===== src/rtl/cpu_io_pkg.sv =====
// cpu_io_pkg: types and constants shared by the CPU input and output stream ports
package cpu_io_pkg;
  localparam int DATA_W = 64;
  typedef enum logic [1:0] {STREAM, CLOSED, DONE} port_state_t;
  function automatic int ptr_w(input int depth);
    return $clog2(depth) + 1;
  endfunction
endpackage


===== src/rtl/io_fifo_mem.sv =====
// io_fifo_mem: register-array FIFO storage, synchronous write, asynchronous read
module io_fifo_mem #(
  parameter int DATA_W = 64,
  parameter int DEPTH = 8,
  parameter int ADDR_W = 3
) (
  input  logic              clk,
  input  logic              we,
  input  logic [ADDR_W-1:0] waddr,
  input  logic [DATA_W-1:0] wdata,
  input  logic [ADDR_W-1:0] raddr,
  output logic [DATA_W-1:0] rdata
);
  logic [DATA_W-1:0] mem [DEPTH];
  always_ff @(posedge clk)
    if (we) mem[waddr] <= wdata;
  assign rdata = mem[raddr];
endmodule


===== src/rtl/cpu_input_port.sv =====
// cpu_input_port: host-to-CPU show-ahead word FIFO with end-of-stream tracking
module cpu_input_port
  import cpu_io_pkg::*;
#(
  parameter int DATA_W = cpu_io_pkg::DATA_W,
  parameter int DEPTH = 8,
  parameter int ADDR_W = 3
) (
  input  logic              clk,
  input  logic              reset,
  input  logic              host_valid,
  input  logic [DATA_W-1:0] host_data,
  input  logic              host_last,
  output logic              host_ready,
  input  logic              cpu_ready,
  output logic              cpu_valid,
  output logic [DATA_W-1:0] cpu_data,
  output logic              cpu_eof,
  input  logic              rearm,
  output logic [ADDR_W:0]   count,
  output logic              underrun
);
  localparam int PW = ptr_w(DEPTH);
  logic [PW-1:0] wr_ptr, rd_ptr;
  logic [DATA_W-1:0] head;
  logic full, empty, accept, pop;
  port_state_t state, state_nx;
  io_fifo_mem #(.DATA_W(DATA_W), .DEPTH(DEPTH), .ADDR_W(ADDR_W)) u_mem (
    .clk(clk),
    .we(accept),
    .waddr(wr_ptr[ADDR_W-1:0]),
    .wdata(host_data),
    .raddr(rd_ptr[ADDR_W-1:0]),
    .rdata(head)
  );
  assign full = (wr_ptr[ADDR_W] != rd_ptr[ADDR_W]) && (wr_ptr[ADDR_W-1:0] == rd_ptr[ADDR_W-1:0]);
  assign empty = wr_ptr == rd_ptr;
  assign host_ready = !full && state == STREAM;
  assign cpu_valid = !empty;
  // storage is not reset, so mask the head word while nothing is buffered
  assign cpu_data = cpu_valid ? head : '0;
  assign cpu_eof = state == DONE;
  assign count = wr_ptr - rd_ptr;
  assign accept = host_valid && host_ready;
  assign pop = cpu_ready && cpu_valid;
  always_comb
    state_nx = state == STREAM ? (accept && host_last ? CLOSED : STREAM)
             : state == CLOSED ? (empty || (pop && count == (ADDR_W+1)'(1)) ? DONE : CLOSED)
             : (rearm ? STREAM : DONE);
  always_ff @(posedge clk)
    if (reset) begin
      wr_ptr <= '0;
      rd_ptr <= '0;
      state <= STREAM;
      underrun <= 1'b0;
    end else begin
      if (accept) wr_ptr <= wr_ptr + 1'b1;
      if (pop) rd_ptr <= rd_ptr + 1'b1;
      if (cpu_ready && !cpu_valid && state != DONE) underrun <= 1'b1;
      state <= state_nx;
    end
endmodule


===== config.mk =====
export PLATFORM = sky130hd
export DESIGN_NAME = cpu_input_port
export DESIGN_NICKNAME = d
export VERILOG_FILES = /design/src/rtl/cpu_io_pkg.sv /design/src/rtl/io_fifo_mem.sv /design/src/rtl/cpu_input_port.sv
export SDC_FILE = /design/constraint.sdc
export NUM_CORES = 1
export LEC_CHECK = 0
export ABC_AREA = 1
export CORE_UTILIZATION = 60
export DETAILED_ROUTE_END_ITERATION = 8
export PLACE_DENSITY = 0.81
export REMOVE_ABC_BUFFERS = 1
export SLEW_MARGIN = 20
export SYNTH_ARGS = -nofsm -noshare
export SYNTH_HDL_FRONTEND = slang
export SYNTH_SLANG_ARGS = --single-unit
export TNS_END_PERCENT = 20

===== constraint.sdc =====
create_clock -name clk -period 13.7 [get_ports clk]
set_input_delay 2.055 -clock clk [delete_from_list [all_inputs] [get_ports clk]]
set_output_delay 2.055 -clock clk [all_outputs]
set_load 0.01 [all_outputs]

==> Word level (Yosys, flattened, before mapping) <==
Memory sizes are Yosys's and may differ from the RTL's. A register that Yosys moved wholly into a read port is not among the register bits.
Cells that the tools add are included.
Widths: inputs -> output; s select.
{ "classes": {"addsub": 3, "n_eq_ne": 7, "n_mux": 10, "n_reduce_logical": 12} }
{ "op_table": {"columns": ["cell", "n"], "rows": [
  ["$mux 64", 1],
  ["$add 4x1->4 const B", 2],
  ["$logic_and 1x1->1", 8],
  ["$mux 2", 4],
  ["$mux 3", 2],
  ["$eq 4x1->1 const B", 1],
  ["$eq 4x4->1", 1],
  ["$sub 4x4->4", 1],
  ["$eq 3x3->1", 1],
  ["$mux 1", 3],
  ["$eq 2x1->1 const B", 1],
  ["$eq 2x2->1 const B", 1],
  ["$logic_not 1->1", 2],
  ["$logic_not 2->1", 1],
  ["$ne 2x2->1 const B", 1],
  ["$logic_or 1x1->1", 1],
  ["$ne 1x1->1", 1]
]} }
{ "totals": {"ff_bits": 11, "ramBits": 512, "inputBits": 70, "output_inout_bits": 72, "word_cells": 37, "mem_count": 1} }
{ "mem_list": {"columns": ["memory", "depth", "word_bits", "rd", "rd_clocked_by_memory_dff", "wr", "line_no", "source"], "rows": [
  ["u_mem.mem", 8, 64, 1, 1, 1, "io_fifo_mem.sv:14", "logic [DATA_W-1:0] mem [DEPTH];"]
]} }

==> Depth between registers and ports, before layout <==
{ "depth": {"depth_word": 8, "depth_mapped": 10, "ltp_nobuf": 10} }

==> Hierarchy <==
A second synthesis with hierarchy kept.
{ "unflattened": {"cells_unflattened": 2460, "hier_area_um2": 23587.6} }
{ "modules_own_cells": {"columns": ["mod", "n_inst", "cells_per_inst", "area_each_um2", "seq_area_each_um2"], "rows": [
  ["io_fifo_mem", 1, 2230, 22376.5, 15374.7],
  ["cpu_input_port", 1, 230, 1211.2, 220.2]
]} }

==> Least setup slack after synthesis <==
No wires, ideal clock.
{ "synth_path": {"path_type": "input to register", "start": "input host_valid", "end": "memory u_mem.mem[6][0] (enable)", "setup_time_ns": 0.565, "arrival_time_ns": 6.810, "required_time_ns": 13.135, "slack_ns": 6.325, "cell_stages": 4, "n_path_buf": 0, "path_cell_list": "nand3_1 inv_1 nand2_1 nor3_1"} }
{ "synth_via": {"elab_chain_cells": 3} }
{ "synth_lines": {"columns": ["element", "line_no", "source"], "rows": [
  ["from (decl)", "cpu_input_port.sv:11", "input logic host_valid,"],
  ["$logic_and 1x1->1", "cpu_input_port.sv:44", "assign accept = host_valid && host_ready;"],
  ["$mux 1", "io_fifo_mem.sv:16", "if (we) mem[waddr] <= wdata;"],
  ["$mux 1 (implied by the code)", "io_fifo_mem.sv:16", null],
  ["to (decl)", "io_fifo_mem.sv:14", null]
]} }
Every way passes these cells.

==> metrics.md <==
| Metric | Value |
|---|---|
| Startpoint of the worst hold path | `underrun` |
| Htree depth | `2` |
| Placer Congestion | `0.795` |
| Mapped Cells | `roughly 1,700` |
| Die area | `approximately 35,000 sq um` |
| # DRC | `0` |
| Starting density of the core | `between 60% and 70%` |
| Routed vias | `around 13,000` |
| Status | `finished, final reports clean` |
| Die Y | `~190 um` |
| P_int | `slightly below 0.003 W` |
| Post-Layout Cell Count | `2,286` |
| EDFF count, synth | `around 510` |
| I/O Buffers | `141` |
| Routed vias/inst | `slightly below 6` |
| DP HPWL | `22,300 um` |
| Hold Slack | `between 400 and 500 ps` |
| Final setup vio count | `0` |
| Drt wl/cell | `around 20 um` |
| Max_slew headroom | `26.0%` |
| GRT Util Overall | `approximately a quarter` |
| Clock Path Buffers | `3` |
| Worst Skew | `between 20 and 25 ps` |
| CTS Buf Count | `around 50` |
| Flop pwr share | `44.7%` |
| Root Driver | `clkbuf_16` |
| Logic pwr share | `between 20% and 30%` |
| WP buf/inv | `3` |
| Slew @ Worst Pin | `1110 ps` |
| Switch Pwr | `approximately 0.0012 W` |
| Power per standard cell area | `173 nW/um^2` |
| DRT Pass-1 Iters | `5` |
| Seq cells post-synth | `between 500 and 600` |
| Maximum vdd drop | `~0.00023 V` |
| Worst-path cell with the longest stage delay | `buf_4` |
| Yosys warnings | `0` |
| DP Area | `around 23,000 sq um` |
| P&R area growth vs syn | `15.6%` |
| Leak | `between 7 and 8 nW` |
| CP top delay family | `buffers and inverters` |
| Syn Area/Cell | `12.3 sq um` |
| CP startpoint kind | `register` |
| # nets final | `1,872` |
| Max-cap violation count | `0` |
| Fin crit share | `48.6%` |
| Max Freq | `about 0.15 GHz` |
| Clk pwr share | `31.4%` |
| Worst Path Arrival | `4610 ps` |
| DR iter-0 viols | `1,406` |
| Ys async rst share | `0%` |
| Register area share after synthesis | `about three quarters` |
| Tmin final | `between 6000 and 7000 ps` |
| Worst min-delay path endpoint | `underrun` |
| R2R Path End | `u_mem.mem[2][33]` |
| Count of distinct cell types in the synthesized netlist | `27` |
| CP max stage delay | `approximately 950 ps` |
| Placed cells | `about 2,200` |
| Final Hold Vio Count | `0` |
| Cell Area, Synth | `roughly 21,000 sq um` |
| WL final | `between 40,000 and 50,000 um` |
| RSZ-0062 raised after global routing | `false` |
| Final TNS setup | `0 ps` |
| Finished Cell Area | `24,100 sq um` |
| Reg2reg start | `wr_ptr[0]` |
| # clock sinks | `around 530` |
| Critical Path RT | `approximately 12,000 ps` |
| Die width | `approximately 190 um` |
| R2R setup slack | `about 10000 ps` |
| WHS Path Cells | `2` |
| Vias in the first global route | `around 13,000` |
| Core ar. | `approximately 34,000 sq um` |
| Worst setup margin | `~7000 ps` |
| Largest net degree at the start of global routing | `about 160` |
| Io pins | `142` |
| Min-delay worst type | `reg2reg` |
| Endpoint type of the worst setup path | `output port` |
| Global route overflow | `0` |
| Post-DRT Antenna Nets | `0` |
| Num rows | `67` |
| Setup bufs post-CTS | `0` |
| Clock-pin slew on the worst setup and hold paths | `about 60 ps` |
| R2R depth | `10` |
| Fillcell total | `about 2,200` |
| Post-CTS Resized | `0` |
| Post-Place Setup Slack | `7660 ps` |
| Sw frac | `28.8%` |
| Cell Chain, Critical Path | `buf_4, buf_4, nor2_1, nor2_1, o21ai_0, o21ai_0, o21ai_0, nor2_1, clkdlybuf4s50_1` |
| CP max FO | `around 110` |
| Share of cells above drive strength 1 | `about 5.4%` |
| Max Slew Vio Count | `0` |
| Ys flop type | `edfxtp_1` |
| Cts hold-fix bufs | `0` |
| Critical path class | `reg2out` |
| First-pass GRT wire length | `roughly 70,000 um` |
| Clk Latency, worst-skew pair | `~550 ps` |
| CTS tree | `yes` |
| Antenna violations before repair | `1` |
==> area by class of cell <==
type	count	area [sq um]	area share [%]
clock buffer	60	1310	5.44
clock inverter	32	256	1.06
timing repair buffer	159	1570	6.50
antenna	1	2.50	0.0104
inverter	21	86.3	0.358
multi-input combinational	1039	4640	19.3
sequential	526	15700	65.0
tap	448	561	2.33
==> synth_stat cells (2+ instances only) <==
cell / number / area [sq um]
nor3_1: 4 / 20.0
inv_1: 19 / 71.3
buf_2: 18 / 90.1
clkbuf_1: 60 / 225
buf_6: 6 / 67.6
nor2_1: 528 / 1980
nand2_1: 26 / 97.6
a21oi_1: 9 / 45.0
o21ai_0: 322 / 1610
edfxtp_1: 512 / 15400
ha_1: 5 / 62.6
dfxtp_1: 14 / 280
nand3_1: 5 / 25.0
xor2_1: 2 / 17.5
buf_1: 6 / 22.5
buf_4: 12 / 90.1
o21ai_1: 132 / 661
==> layout by cell type (no fill, tap or decap), types with 2 or more instances in the layout <==
cell and instances:
clkinvlp_4 3, clkbuf_1 9, o21ai_0 322, ha_1 5, a21oi_1 9, clkdlybuf4s50_1 141, nor3_1 3, xor2_1 2
nor2_1 521, inv_1 19, nand2_1 25, nor2_4 7, edfxtp_1 512, buf_4 17, dfxtp_4 2, dfxtp_1 11
clkinv_2 8, o21ai_1 132, nand3_1 5, clkinv_1 15, bufinv_16 4, clkbuf_16 51
==> state kept, by name, summed over array words and instances (netlist names), named ones only <==
register   cells
u_mem.mem    512
rd_ptr         4
wr_ptr         4
state          2
underrun       1
==> per-stage QoR <==
stage	utilization [%]	power (W)
5_1_grt	71.1	0.00435
2_1_floorplan	-	0.00246
4_1_cts	71.1	0.00417
3_5_place_dp	66.5	0.00288
6_report	71.1	0.00417
3_3_place_gp	66.4	0.00284
==> logic make-up after synthesis <==
| logic type | share of synthesized area [%] |
|---|---|
| adders and majority gates | 0.396 |
| DFF | 75.1 |
| xor gates and xnor gates | 0.0841 |
| AOI/OAI and AO/OA | 11.2 |
| buffers and inverters | 2.92 |
| and+or+nand+nor | 10.3 |
==> worst min-delay path: cells and delay by family (launching register included) <==
family | cells | cell delay (ps)
DFF | 1 | 330
and+or+nand+nor | 1 | 80
AOI/OAI and AO/OA | 1 | 40
==> how the worst max path moves through the flow <==
stage | from | to | slack [ps] | depth (start not counted)
2_1_floorplan | register | cpu_data[0] | 3570 | 5
3_3_place_gp | register | cpu_data[25] | 7850 | 9
3_5_place_dp | register | cpu_data[25] | 7660 | 9
5_1_grt | register | cpu_data[56] | 6710 | 7
6_report | register | cpu_data[25] | 7040 | 9
4_1_cts | register | cpu_data[25] | 7090 | 9
==> power by group through the flow <==
stage	combinational, W	sequential, W	clock [W]
after global placement	0.000951	0.00189	0
after CTS	0.000996	0.00186	0.00132
after floorplan	0.000523	0.00194	0
after detailed placement	0.000983	0.00190	0
after global routing	0.00110	0.00187	0.00138
final	0.000997	0.00186	0.00131
==> routing by layer <==
layer,vias up,global-route usage (%),part of all wire (%)
li1,6230,-,-
met5,-,0,0
met2,639,41.9,49
met4,0,8.37,2.2
met3,95,4.75,8.6
met1,6517,33.7,40
Note: power is estimated with default switching activity, not from simulation.
